## config.mk

```make
export PLATFORM = sky130hd
export DESIGN_NAME = ws2812b_rx_decoder_flat
export DESIGN_NICKNAME = d
export VERILOG_FILES = /design/src/rtl/ws2812b_pkg.sv /design/src/rtl/ws2812b_rx_decoder_if.sv /design/src/rtl/ws2812b_din_sync.sv /design/src/rtl/ws2812b_rx_decoder.sv /design/src/flat_wrapper.sv
export SDC_FILE = /design/constraint.sdc
export NUM_CORES = 1
export LEC_CHECK = 0
export ABC_CLOCK_PERIOD_IN_PS = 2600
export CORE_MARGIN = 1.5
export CORE_UTILIZATION = 49
export DETAILED_ROUTE_END_ITERATION = 7
export GPL_TIMING_DRIVEN = 0
export PLACE_DENSITY = 0.72
export SLEW_MARGIN = 25
export SYNTH_ARGS = -nofsm -noshare
export SYNTH_HDL_FRONTEND = slang
export SYNTH_SLANG_ARGS = --single-unit
```

## constraint.sdc

```tcl
create_clock -name clk -period 2.6 [get_ports clk]
set_input_delay 0.52 -clock clk [delete_from_list [all_inputs] [get_ports clk]]
set_output_delay 0.52 -clock clk [all_outputs]
set_load 0.01 [all_outputs]
```

## src/rtl/ws2812b_pkg.sv

```systemverilog
// Shared WS2812B definitions: wire timing, ns-to-cycle conversion,
// decoder state encoding and the GRB color word type.
package ws2812b_pkg;

  // Nominal wire timing shared with the transmitter
  localparam int T0H_NS       = 400;
  localparam int T1H_NS       = 800;
  localparam int T0L_NS       = 850;
  localparam int T1L_NS       = 450;
  localparam int RESET_GAP_NS = 50000;

  // Integer-truncated conversion of a duration to clock cycles
  function automatic int nsToCnt(input int ns, input int periodNs);
    return ns / periodNs;
  endfunction

  typedef enum logic [1:0] {
    WAIT_RESET,
    WAIT_HIGH,
    MEAS_HIGH,
    MEAS_LOW
  } rx_state_e;

  // {G,R,B}, bit 23 is the first bit on the wire
  typedef logic [23:0] color_t;

endpackage

```

## src/rtl/ws2812b_rx_decoder_if.sv

```systemverilog
// Line input and decoded-word outputs of the WS2812B receiver.
interface ws2812b_rx_decoder_if;
  import ws2812b_pkg::*;

  logic        enable;
  logic        DIN;
  color_t      color;
  logic        color_valid;
  logic [15:0] led_index;
  logic        frame_done;
  logic [15:0] frame_led_count;
  logic        error;

  // decoder side
  modport master (
    input  enable, DIN,
    output color, color_valid, led_index, frame_done, frame_led_count, error
  );

  // consumer / line driver side
  modport slave (
    output enable, DIN,
    input  color, color_valid, led_index, frame_done, frame_led_count, error
  );
endinterface

```

## src/rtl/ws2812b_din_sync.sv

```systemverilog
// 2-FF synchronizer for the asynchronous data line plus rise/fall strobes
// taken against a one-cycle delayed copy of the synchronized level.
module ws2812b_din_sync (
  input  logic clk,
  input  logic reset,
  input  logic din,
  output logic dinS,
  output logic rise,
  output logic fall
);
  logic s1;
  logic dinQ;

  // synchronizer stages and the delayed copy used for edge detection
  always_ff @(posedge clk) begin
    if (reset) begin
      s1   <= 1'b0;
      dinS <= 1'b0;
      dinQ <= 1'b0;
    end else begin
      s1   <= din;
      dinS <= s1;
      dinQ <= dinS;
    end
  end

  assign rise = dinS & ~dinQ;
  assign fall = ~dinS & dinQ;
endmodule

```

## src/rtl/ws2812b_rx_decoder.sv

```systemverilog
// WS2812B receiver: classifies high-pulse widths into bits, assembles
// MSB-first 24-bit GRB words, indexes them within a frame, and reports
// frame ends (reset gap) and protocol errors as one-cycle pulses.
module ws2812b_rx_decoder
  import ws2812b_pkg::*;
#(
  parameter int CLK_PERIOD_NS = 10,
  parameter int BIT_THRESH_NS = 600,
  parameter int MIN_HIGH_NS   = 150,
  parameter int MAX_HIGH_NS   = 5000,
  parameter int RESET_NS      = RESET_GAP_NS
) (
  input  logic                  clk,
  input  logic                  reset,
  ws2812b_rx_decoder_if.master  bus
);
  localparam logic [15:0] THRESH_CNT = 16'(nsToCnt(BIT_THRESH_NS, CLK_PERIOD_NS));
  localparam logic [15:0] MIN_CNT    = 16'(nsToCnt(MIN_HIGH_NS, CLK_PERIOD_NS));
  localparam logic [15:0] MAX_CNT    = 16'(nsToCnt(MAX_HIGH_NS, CLK_PERIOD_NS));
  localparam logic [15:0] RESET_CNT  = 16'(nsToCnt(RESET_NS, CLK_PERIOD_NS));

  logic        dinS, rise, fall;
  logic [15:0] durCnt;
  rx_state_e   state, stateNxt;
  logic        shiftEn, frameEnd, protoErr, bitVal;
  color_t      shreg, colorQ;
  logic [4:0]  bitCnt;
  logic [15:0] wordCnt, ledIndexQ, frameCntQ;
  logic        colorValidQ, frameDoneQ, errorQ;

  ws2812b_din_sync uSync (
    .clk   (clk),
    .reset (reset),
    .din   (bus.DIN),
    .dinS  (dinS),
    .rise  (rise),
    .fall  (fall)
  );

  // level-duration counter: restarts on every synchronized edge, saturates
  always_ff @(posedge clk) begin
    if (reset || !bus.enable || rise || fall) durCnt <= '0;
    else if (durCnt != 16'hFFFF)              durCnt <= durCnt + 16'd1;
  end

  // state register
  always_ff @(posedge clk) begin
    if (reset) state <= WAIT_RESET;
    else       state <= stateNxt;
  end

  // next state and single-cycle datapath strobes
  always_comb begin
    stateNxt = state;
    shiftEn  = 1'b0;
    frameEnd = 1'b0;
    protoErr = 1'b0;
    bitVal   = (durCnt >= THRESH_CNT);
    unique case (state)
      WAIT_RESET: if (!dinS && durCnt >= RESET_CNT) stateNxt = WAIT_HIGH;
      WAIT_HIGH:  if (rise) stateNxt = MEAS_HIGH;
      MEAS_HIGH: begin
        if (fall) begin
          if (durCnt < MIN_CNT) begin
            protoErr = 1'b1;
            stateNxt = WAIT_RESET;
          end else begin
            shiftEn  = 1'b1;
            stateNxt = MEAS_LOW;
          end
        end else if (durCnt >= MAX_CNT) begin
          protoErr = 1'b1;
          stateNxt = WAIT_RESET;
        end
      end
      MEAS_LOW: begin
        // gap wins over a coincident rise; the rise still opens the next bit
        if (durCnt >= RESET_CNT) begin
          frameEnd = 1'b1;
          stateNxt = rise ? MEAS_HIGH : WAIT_HIGH;
        end else if (rise) begin
          stateNxt = MEAS_HIGH;
        end
      end
      default: stateNxt = WAIT_RESET;
    endcase
    if (!bus.enable) begin
      stateNxt = WAIT_RESET;
      shiftEn  = 1'b0;
      frameEnd = 1'b0;
      protoErr = 1'b0;
    end
  end

  // bit/word assembly, frame accounting and registered output pulses
  always_ff @(posedge clk) begin
    if (reset || !bus.enable) begin
      shreg       <= '0;
      bitCnt      <= '0;
      wordCnt     <= '0;
      colorQ      <= '0;
      ledIndexQ   <= '0;
      frameCntQ   <= '0;
      colorValidQ <= 1'b0;
      frameDoneQ  <= 1'b0;
      errorQ      <= 1'b0;
    end else begin
      colorValidQ <= 1'b0;
      frameDoneQ  <= 1'b0;
      errorQ      <= 1'b0;
      if (protoErr) begin
        errorQ  <= 1'b1;
        bitCnt  <= '0;
        wordCnt <= '0;
        shreg   <= '0;
      end
      if (shiftEn) begin
        shreg <= {shreg[22:0], bitVal};
        if (bitCnt == 5'd23) begin
          colorQ      <= {shreg[22:0], bitVal};
          colorValidQ <= 1'b1;
          ledIndexQ   <= wordCnt;
          bitCnt      <= '0;
          if (wordCnt != 16'hFFFF) wordCnt <= wordCnt + 16'd1;
        end else begin
          bitCnt <= bitCnt + 5'd1;
        end
      end
      if (frameEnd) begin
        frameDoneQ <= 1'b1;
        frameCntQ  <= wordCnt;
        wordCnt    <= '0;
        bitCnt     <= '0;
        shreg      <= '0;
        // leftover bits mean the last word was cut short
        if (bitCnt != '0) errorQ <= 1'b1;
      end
    end
  end

  assign bus.color           = colorQ;
  assign bus.color_valid     = colorValidQ;
  assign bus.led_index       = ledIndexQ;
  assign bus.frame_done      = frameDoneQ;
  assign bus.frame_led_count = frameCntQ;
  assign bus.error           = errorQ;
endmodule

```

## src/flat_wrapper.sv

```systemverilog
// flat-port wrapper written by rule: the top's interface ports become plain ports
module ws2812b_rx_decoder_flat import ws2812b_pkg::*;
#(
  parameter int CLK_PERIOD_NS = 10,
  parameter int BIT_THRESH_NS = 600,
  parameter int MIN_HIGH_NS   = 150,
  parameter int MAX_HIGH_NS   = 5000,
  parameter int RESET_NS      = RESET_GAP_NS
)
  (clk, reset, bus_enable, bus_DIN, bus_color, bus_color_valid, bus_led_index, bus_frame_done, bus_frame_led_count, bus_error);
  ws2812b_rx_decoder_if bus_i ();
  input  logic clk;
  input  logic reset;
  input wire logic [$bits(bus_i.enable)-1:0] bus_enable;
  input wire logic [$bits(bus_i.DIN)-1:0] bus_DIN;
  output wire logic [$bits(bus_i.color)-1:0] bus_color;
  output wire logic [$bits(bus_i.color_valid)-1:0] bus_color_valid;
  output wire logic [$bits(bus_i.led_index)-1:0] bus_led_index;
  output wire logic [$bits(bus_i.frame_done)-1:0] bus_frame_done;
  output wire logic [$bits(bus_i.frame_led_count)-1:0] bus_frame_led_count;
  output wire logic [$bits(bus_i.error)-1:0] bus_error;
  assign bus_i.enable = bus_enable;
  assign bus_i.DIN = bus_DIN;
  assign bus_color = bus_i.color;
  assign bus_color_valid = bus_i.color_valid;
  assign bus_led_index = bus_i.led_index;
  assign bus_frame_done = bus_i.frame_done;
  assign bus_frame_led_count = bus_i.frame_led_count;
  assign bus_error = bus_i.error;
  ws2812b_rx_decoder #(.CLK_PERIOD_NS(CLK_PERIOD_NS), .BIT_THRESH_NS(BIT_THRESH_NS), .MIN_HIGH_NS(MIN_HIGH_NS), .MAX_HIGH_NS(MAX_HIGH_NS), .RESET_NS(RESET_NS)) u_core (.clk(clk), .reset(reset), .bus(bus_i));
endmodule
```

==> results.txt <==
GP Congestion - 0.853
critical path depth in cells - 6
setup TNS - 0 ns
die footprint - 10700 um2
Period minus WS final - 2.28 ns
clk slew on worst S/H paths - 0.06 ns
Worst Path Buf+Inv - 3
Power Density - 686 nW/um2
worst reg2reg path depth - 8
clk_lat worst skew - 0.51 ns
commonest non-fill, non-tap cells in the layout - dfxtp_1, nand2_1, clkdlybuf4s50_1, a21oi_1, a22o_1
Top Family by Delay on Critical Path - buffers and inverters
CP Max Fanout - 10
crit-path max cell delay - 0.72 ns
Most used DFF post-synth - dfxtp_1
Max-slew headroom - 49.0%
R2R Path Start - u_core.durCnt[1]
fmax - 0.439 GHz
fraction of registers with async set/reset - 0%
drc violations - 0
Die Ht - 104 um
Worst setup SP type - primary input
clock buffer depth - 2
layout cells sized above 1 - 9.92%
Core ar. - 9770 um2
number of global-route vias before repair - 4020
Post-Syn Instances - 542
Root Buffer Master - clkbuf_8
Overall Power - 4.35 mW
Critical Path AT - 2.73 ns
HP Class - reg2reg
gr usage total - 21.4%
post-synth top area cell - dfxtp_1
CTS tree - built
worst-margin pin slew - 0.760 ns
diodes inserted - 0
Synthesized Nets - 551
yosys warns - 0
RSZ-0062 raised after global routing - false
Seq cells post-synth - 124
drt via density - 5.48
initial antenna violation count - 0
worst hold stages - 1
Seq/Total Area, Yosys - 50.2%
die width - 104 um
Worst Path Required - 3.05 ns
Critical Path End Type - flip-flop
DR WL/cell - 14.6 um
Crit Path Category - in2reg
fin nets - 632
wirelength, routed - 11.2 mm
first-pass GRT wire length - 18.8 mm
Post-CTS Setup Inserts - 0
maxcap violations - 0
commonest non-fill, non-tap cell in the layout - dfxtp_1
CP cell instances - clkdlybuf4s50_1 -> nand2b_1 -> clkbuf_1 -> nor3_2 -> buf_2 -> a22o_1
post-route clock period utilization - 87.7%
Syn Area/Cell - 9.13 um2
Hold Fails Final Rpt - 0
clock sinks - 124
Setup Viol. Count Final - 0
Core Rows - 36
Critical Path Sink - u_core.bus.frame_led_count[11]
Slew Viols, Final - 0
CP max stage cell - nor3_2
R2R Setup Slk - 0.36 ns
Netlist cell types - 57
ANT nets after route - 0
peak supply drop - 480 uV
Buffers on Ports - 62
largest net degree at the start of global routing - 17
status - finished, final reports clean
Ports - 63
clock skew - 0.00708 ns
Critical Path Source - reset
ranking of synthesized cells by area - dfxtp_1, nand2_1, a22o_1, a21oi_1, nor2_1
Detailed Routing Iterations Pass 1 - 6
Lkg Pwr - 2.15 nW
capturing point of the worst reg2reg path - u_core.wordCnt[2]
total gr overflow - 0
area delta synth->final - 28.1%
Post-synth EDFFs - 0
violation count after the first detailed-route iteration - 165
Post-CTS Hold Fix Bufs - 0
Num CTS Buffers - 17
hpwl dp - 7.77 mm
H-Tree Level Count - 4
Initial Util - 50.6%
Mapped Area - 4950 um2
Yosys top cell area share - 50.2%
DR vias - 4211
post_cts resized - 0
[where the power goes]
group	internal [mW]	total, mW	switching (mW)
sequential	1.90	1.91	0.00298
combinational	0.0204	0.0635	0.0431
clock	1.52	2.38	0.863
total	3.44	4.35	0.909
[layout make-up]
cell class | count | area [um2]
Fill cell | 795 | 3430
Sequential cell | 124 | 2480
Multi-Input combinational cell | 372 | 2250
Timing Repair Buffer | 62 | 621
Clock buffer | 19 | 442
Tap cell | 133 | 166
Buffer | 31 | 165
Clock inverter | 12 | 161
Inverter | 15 | 56.3
[worst min path at each step]
| stage | from | endpoint |
|---|---|---|
| after CTS | u_core.uSync.s1 | u_core.uSync.dinS |
| after floorplan | u_core.uSync.s1 | u_core.uSync.dinS |
| after global placement | u_core.uSync.s1 | u_core.uSync.dinS |
| after global routing | u_core.uSync.s1 | u_core.uSync.dinS |
| final | u_core.uSync.s1 | u_core.uSync.dinS |
| after detailed placement | u_core.uSync.s1 | u_core.uSync.dinS |
[flip-flops by register name (all words and copies together) (netlist names)]
signal and cells:
u_core.bus.color 24, u_core.shreg 23, u_core.bus.frame_led_count 16, u_core.bus.led_index 16
u_core.durCnt 16, u_core.wordCnt 16, u_core.bitCnt 5, u_core.state 2
u_core.bus.color_valid 1, u_core.bus.error 1, u_core.bus.frame_done 1, u_core.uSync.dinQ 1
u_core.uSync.dinS 1, u_core.uSync.s1 1
[Yosys cell counts (5+ instances only)]
library cell / count
a21oi_1: 46
clkbuf_1: 11
nor2_1: 27
a22o_1: 41
and3_1: 5
nor3_1: 12
nand3_1: 16
dfxtp_1: 124
xor2_1: 9
ha_1: 5
o2111ai_1: 5
nor4_1: 8
inv_1: 15
o21ai_0: 12
nor2b_1: 6
nand2_1: 97
buf_2: 15
o211ai_1: 6
o221ai_1: 5
[metrics by stage]
step / setup slack, ns / std cells / hold slack, ns / utilization [%] / area [um2]
2_1_floorplan: 0.726 / 542 / 0.414 / - / 4950
3_3_place_gp: -0.125 / 737 / 0.423 / 58.7 / 5740
3_5_place_dp: -0.175 / 737 / 0.427 / 58.7 / 5740
4_1_cts: 0.350 / 768 / 0.447 / 64.9 / 6340
5_1_grt: 0.140 / 768 / 0.466 / 64.9 / 6340
6_report: 0.320 / 768 / 0.440 / 64.9 / 6340
[metal layers]
| metal | routed length (um) | GRT usage (%) | part of all wire (%) | up-vias |
|---|---|---|---|---|
| met1 | 5190 | 26.6 | 46 | 2002 |
| li1 | - | - | - | 2109 |
| met4 | 119 | 6.94 | 1.1 | 0 |
| met2 | 5400 | 36.0 | 48 | 88 |
| met5 | 0 | 0 | 0 | - |
| met3 | 490 | 5.85 | 4.4 | 12 |
[cells by family (layout without fill, tap and decap cells)]
group           Yosys count  after routing  synth area share (%)
simple gates            207            207                  20.7
xor+xnor                 13             13                  2.30
mux                       4              4                 0.809
fa+ha+maj                 5              5                  1.26
compound gates          143            143                  20.3
buf+inv                  46            139                  4.47
flops                   124            124                  50.2
Note: power is estimated with default switching activity, not from simulation.
